**src/rtl/fll_bitclk_compare.sv**
```systemverilog
// fll_bitclk_compare: counts local bit-clock edges per master window and raises qualified speedup/slowdown requests
module fll_bitclk_compare #(
    parameter int CNT_W       = 16,
    parameter int SYNC_STAGES = 2
) (
    input  logic             WB_CLK,
    input  logic             WB_RST_n,
    input  logic             bitclk_master,
    input  logic             bitclk_local,
    input  logic             enable_i,
    input  logic [CNT_W-1:0] window_i,
    input  logic [7:0]       deadband_i,
    input  logic [3:0]       qual_i,
    input  logic             int_clr_i,
    output logic             Interrupt_speedup,
    output logic             Interrupt_slowdown,
    output logic [CNT_W-1:0] local_cnt_o,
    output logic             meas_valid_o,
    output logic             busy_o
);
    typedef enum logic [1:0] {IDLE, ARM, MEASURE, EVAL} state_t;

    localparam logic [CNT_W-1:0] CNT_ONE = CNT_W'(1);

    state_t             state_q, state_d;
    logic [SYNC_STAGES:0] m_sync_q, m_sync_d, l_sync_q, l_sync_d;
    logic [CNT_W-1:0]   win_q, win_d, m_cnt_q, m_cnt_d, l_cnt_q, l_cnt_d, cnt_out_q, cnt_out_d;
    logic [7:0]         db_q, db_d;
    logic [3:0]         qual_q, qual_d, sp_q, sp_d, sd_q, sd_d;
    logic               int_sp_q, int_sp_d, int_sd_q, int_sd_d, valid_q, valid_d;
    logic               m_rise, l_rise, slow, fast, sp_hit, sd_hit;
    logic [CNT_W-1:0]   win_in, l_inc;
    logic [3:0]         qual_in;
    logic [CNT_W+1:0]   l_wide, w_wide, db_wide;

    // Synchronizer shift chains; the top bit is the history flop for edge detection
    always_comb begin
        m_sync_d = {m_sync_q[SYNC_STAGES-1:0], bitclk_master};
        l_sync_d = {l_sync_q[SYNC_STAGES-1:0], bitclk_local};
    end

    assign m_rise  = m_sync_q[SYNC_STAGES-1] & ~m_sync_q[SYNC_STAGES];
    assign l_rise  = l_sync_q[SYNC_STAGES-1] & ~l_sync_q[SYNC_STAGES];
    assign win_in  = (window_i == '0) ? CNT_ONE : window_i;
    assign qual_in = (qual_i == 4'd0) ? 4'd1 : qual_i;
    assign l_inc   = (l_rise && l_cnt_q != '1) ? l_cnt_q + CNT_ONE : l_cnt_q;
    assign l_wide  = {2'b00, l_cnt_q};
    assign w_wide  = {2'b00, win_q};
    assign db_wide = (CNT_W+2)'(db_q);
    assign slow    = (l_wide + db_wide) < w_wide;
    assign fast    = l_wide > (w_wide + db_wide);
    assign sp_hit  = ({1'b0, sp_q} + 5'd1) >= {1'b0, qual_q};
    assign sd_hit  = ({1'b0, sd_q} + 5'd1) >= {1'b0, qual_q};

    // Measurement FSM: window counting, evaluation, streak qualification, clear/disable overrides
    always_comb begin
        state_d   = state_q;
        win_d     = win_q;
        db_d      = db_q;
        qual_d    = qual_q;
        m_cnt_d   = m_cnt_q;
        l_cnt_d   = l_cnt_q;
        sp_d      = sp_q;
        sd_d      = sd_q;
        int_sp_d  = int_sp_q;
        int_sd_d  = int_sd_q;
        cnt_out_d = cnt_out_q;
        valid_d   = 1'b0;
        case (state_q)
            IDLE: state_d = enable_i ? ARM : IDLE;
            ARM: begin
                win_d  = win_in;
                db_d   = deadband_i;
                qual_d = qual_in;
                if (m_rise) begin
                    state_d = MEASURE;
                    m_cnt_d = '0;
                    l_cnt_d = '0;
                end
            end
            MEASURE: begin
                l_cnt_d = l_inc;
                if (m_rise) begin
                    m_cnt_d = m_cnt_q + CNT_ONE;
                    state_d = (m_cnt_q + CNT_ONE == win_q) ? EVAL : MEASURE;
                end
            end
            EVAL: begin
                valid_d   = 1'b1;
                cnt_out_d = l_cnt_q;
                win_d     = win_in;
                db_d      = deadband_i;
                qual_d    = qual_in;
                m_cnt_d   = '0;
                l_cnt_d   = l_rise ? CNT_ONE : '0;
                state_d   = MEASURE;
                if (slow) begin
                    sd_d = 4'd0;
                    sp_d = (sp_q == 4'hf) ? sp_q : sp_q + 4'd1;
                    if (sp_hit) begin
                        int_sp_d = 1'b1;
                        int_sd_d = 1'b0;
                    end
                end else if (fast) begin
                    sp_d = 4'd0;
                    sd_d = (sd_q == 4'hf) ? sd_q : sd_q + 4'd1;
                    if (sd_hit) begin
                        int_sd_d = 1'b1;
                        int_sp_d = 1'b0;
                    end
                end else begin
                    sp_d     = 4'd0;
                    sd_d     = 4'd0;
                    int_sp_d = 1'b0;
                    int_sd_d = 1'b0;
                end
            end
            default: state_d = IDLE;
        endcase
        if (int_clr_i) begin
            sp_d     = 4'd0;
            sd_d     = 4'd0;
            int_sp_d = 1'b0;
            int_sd_d = 1'b0;
        end
        if (!enable_i) begin
            state_d   = IDLE;
            m_cnt_d   = '0;
            l_cnt_d   = '0;
            sp_d      = 4'd0;
            sd_d      = 4'd0;
            int_sp_d  = 1'b0;
            int_sd_d  = 1'b0;
            valid_d   = 1'b0;
            cnt_out_d = cnt_out_q;
        end
    end

    // State and datapath registers with asynchronous active-low reset
    always_ff @(posedge WB_CLK or negedge WB_RST_n) begin
        if (!WB_RST_n) begin
            state_q   <= IDLE;
            m_sync_q  <= '0;
            l_sync_q  <= '0;
            win_q     <= '0;
            db_q      <= '0;
            qual_q    <= '0;
            m_cnt_q   <= '0;
            l_cnt_q   <= '0;
            sp_q      <= '0;
            sd_q      <= '0;
            int_sp_q  <= 1'b0;
            int_sd_q  <= 1'b0;
            cnt_out_q <= '0;
            valid_q   <= 1'b0;
        end else begin
            state_q   <= state_d;
            m_sync_q  <= m_sync_d;
            l_sync_q  <= l_sync_d;
            win_q     <= win_d;
            db_q      <= db_d;
            qual_q    <= qual_d;
            m_cnt_q   <= m_cnt_d;
            l_cnt_q   <= l_cnt_d;
            sp_q      <= sp_d;
            sd_q      <= sd_d;
            int_sp_q  <= int_sp_d;
            int_sd_q  <= int_sd_d;
            cnt_out_q <= cnt_out_d;
            valid_q   <= valid_d;
        end
    end

    assign Interrupt_speedup  = int_sp_q;
    assign Interrupt_slowdown = int_sd_q;
    assign local_cnt_o        = cnt_out_q;
    assign meas_valid_o       = valid_q;
    assign busy_o             = (state_q != IDLE);
endmodule

```
**config.mk**
```make
export PLATFORM = sky130hd
export DESIGN_NAME = fll_bitclk_compare
export DESIGN_NICKNAME = d
export VERILOG_FILES = /design/src/rtl/fll_bitclk_compare.sv
export SDC_FILE = /design/constraint.sdc
export NUM_CORES = 1
export LEC_CHECK = 0
export ABC_AREA = 0
export CORE_MARGIN = 2
export CORE_UTILIZATION = 60
export CTS_CLUSTER_DIAMETER = 30
export DETAILED_ROUTE_END_ITERATION = 6
export DONT_BUFFER_PORTS = 1
export PLACE_DENSITY = 0.85
export SYNTH_ARGS = -nofsm -noshare
export SYNTH_HDL_FRONTEND = slang
export SYNTH_SLANG_ARGS = --single-unit
```
**constraint.sdc**
```tcl
create_clock -name WB_CLK -period 4.2 [get_ports WB_CLK]
set_input_delay 0.84 -clock WB_CLK [delete_from_list [all_inputs] [get_ports WB_CLK]]
set_output_delay 0.84 -clock WB_CLK [all_outputs]
set_load 0.1 [all_outputs]
```
==> reports/qor.txt <==
P&R area growth vs syn: 5.16%
Fin crit period: 3960 ps
Worst-margin pin slew: 949 ps
Via density: 6.42
Worst Hold Class: input port to asynchronous set/reset pin
Post-DRT Antenna Nets: 0
Skew-Pair Late Insertion Delay: 370 ps
Mapped Cells: 709
CTS max path bufs: 2
Top cell type's share of synthesized area: 0.367
Cell accounting for the most synthesized area: dfrtp_1
Vias in the first global route: 5206
PortBufs: 0
Largest net degree at the start of global routing: 96
Post-synthesis sequential area ratio: 0.367
RSZ-0062 raised after global routing: false
Initial core utilization: 0.622
Final Cycle Share: 0.942
Chip Width: 108 um
Worst EP required: 4460 ps
Clk_skew: 7.12 ps
Clk root buf: clkbuf_8
Final Max Tran Viols: 0
Mapped Nets: 804
Wire length per cell: 18.7 um
Residual DRC count: 0
Setup bufs post-CTS: 0
Setup CP Type: flop to flop
Async S/R FF share, synth: 1.00
Core footprint: 10400 um^2
# H-tree levels: 3
Proportion of layout cells with a drive suffix above 1: 0.0838
Footprint of the multi-input gates: 3870 um^2
Critical path peak fanout: 8
Crit path launch type: flop
Die area: 11600 um^2
Iter 0 DRT Violations: 407
Sink count of the clock tree: 95
Synthesized cell area: 6470 um^2
Crit end category: flop
Worst vdd rail ir drop: 0.174 mV
Fillcell total: 851
FF+latch area: 2380 um^2
Setup violators final: 0
Pleak: 3.14 nW
Setup TNS: 0 ps
Dpl hpwl: 12000 um
CP arrival: 4220 ps
Fin nets: 795
WL final: 15700 um
Util after Layout: 0.654
Top FF cell, synth: dfrtp_1
MaxCap Viol Count: 0
Final Hold Fails: 0
GP Congestion: 0.898
Pre-Repair DR Iteration Count: 5
Synth warnings: 0
Global-route wire length before repair: 25700 um
Flops & latches, synth: 95
Row Count: 37
Total I/O pin count: 54
EDFF count, synth: 0
Most common cell in the netlist: dfrtp_1
Area contributors post-synth: dfrtp_1 (37%), ha_1 (11%), xnor2_1 (5.5%), o21ai_0 (4.8%), nand2_1 (4.3%)
Grt ovf: 0
Die extent in y: 108 um
Mean Syn Cell Area: 9.13 um^2
Slew HR: 0.367
Distinct cells, synth: 68
Total track usage: 0.284
Power Density: 330 nW/um^2
CTS tree: done
Status: finished, final reports clean
F_max: 0.253 GHz
Antenna violations before repair: 1
Hold WS: 155 ps
Via count: 5403
Clock transition at path regs: 90 ps
Cts hold-fix bufs: 0
Top cells by count, synth: dfrtp_1 (95), nand2_1 (74), o21ai_0 (62)
CTS Buf Count: 9
[power by group]
group / internal, mW / total, mW / switching, mW
Clock: 0.350 / 0.682 / 0.332
Sequential: 0.960 / 1.05 / 0.0897
Combinational: 0.217 / 0.518 / 0.300
[cells by family after synthesis]
| group | after synthesis | share of synthesized area |
|---|---|---|
| XOR/XNOR | 59 | 0.0798 |
| adder cells (fa/ha/maj) | 61 | 0.120 |
| AO/OA/AOI/OAI | 187 | 0.185 |
| AND/OR/NAND/NOR | 226 | 0.176 |
| buffers and inverters | 61 | 0.0373 |
| flip-flops | 95 | 0.367 |
| multiplexers | 20 | 0.0346 |
[final timing paths]
path                       slack, ps              startpoint                      to  cells after the start
min in group WB_CLK              360   l_sync_q[0]$_DFF_PN0_   l_sync_q[1]$_DFF_PN0_                      0
max in group asynchronous       3920                WB_RST_n    win_q[7]$_DFFE_PN0P_                      0
min                              150                WB_RST_n  meas_valid_o$_DFF_PN0_                      0
max                              240  l_cnt_q[0]$_DFFE_PN0P_     sp_q[1]$_DFFE_PN0P_                     15
min reg2reg                      360   l_sync_q[0]$_DFF_PN0_   l_sync_q[1]$_DFF_PN0_                      0
max reg2reg                      240  l_cnt_q[0]$_DFFE_PN0P_     sp_q[1]$_DFFE_PN0P_                     15
[layer usage]
| metal | up-vias | track usage | wire (um) | share of wire |
|---|---|---|---|---|
| li1 | 2529 | - | - | - |
| met1 | 2640 | 0.368 | 6590 | 0.42 |
| met2 | 186 | 0.469 | 7680 | 0.49 |
| met3 | 48 | 0.0581 | 977 | 0.062 |
| met4 | 0 | 0.107 | 487 | 0.031 |
| met5 | - | 0 | 0 | 0 |
[what timing repair did]
| item | in CTS | in global routing |
|---|---|---|
| resized for setup | 0 | 5 |
| setup endpoints to repair | 0 | 6 |
| endpoints found under the hold margin | 0 | 0 |
[registers in the layout (all words and copies together), names as in the netlist]
| register | cells |
|---|---|
| Interrupt_slowdown | 1 |
| Interrupt_speedup | 1 |
| db_q | 8 |
| l_cnt_q | 16 |
| l_sync_q | 3 |
| local_cnt_o | 16 |
| m_cnt_q | 16 |
| m_sync_q | 3 |
| meas_valid_o | 1 |
| qual_q | 4 |
| sd_q | 4 |
| sp_q | 4 |
| state_q | 2 |
| win_q | 16 |
[critical path, stage by stage (launching register included)]
cell and delay [ps]:
dfrtp_1 470, ha_1 230, inv_1 60, fa_1 410, nor2b_1 190, o2111ai_1 180, a31oi_2 370, nand2_1 120
xnor2_1 150, ha_1 310, nand4_1 160, nor4_1 340, a21oi_1 160, and3b_1 290, a21o_1 200, a32o_1 210
[layout make-up]
| cell class | count | area share |
|---|---|---|
| multi-input cells | 553 | 0.569 |
| clock buffers | 10 | 0.0202 |
| repair buffers | 3 | 0.00331 |
| flip-flops and latches | 95 | 0.349 |
| inverters | 38 | 0.0209 |
| well taps | 136 | 0.0250 |
| diodes | 1 | 0.000368 |
| clock inverters | 5 | 0.0121 |
[through the flow]
stage | power (mW) | instances | cell area [um^2] | setup slack, ps
after floorplan | 1.44 | 709 | 6470 | 538
after CTS | 2.24 | 840 | 6790 | 103
final | 2.25 | 841 | 6810 | 245
after global placement | 1.54 | 825 | 6570 | 309
after global routing | 2.36 | 841 | 6810 | 13.4
after detailed placement | 1.57 | 825 | 6570 | 173
[layout by cell type (no fill, tap or decap), types with 9 or more instances in the layout]
master,synthesis,layout
a21oi_1,45,45
o21ai_0,62,61
xor2_1,18,18
clkbuf_8,0,10
xnor2_1,41,41
nand2_1,74,74
dfrtp_1,95,95
mux2_2,19,19
ha_1,59,59
nand3_1,29,29
nor4_1,9,9
inv_1,36,36
nor2_1,46,46
nor3_1,13,13
a21o_1,17,17
Power figures use the tool's default switching activity.
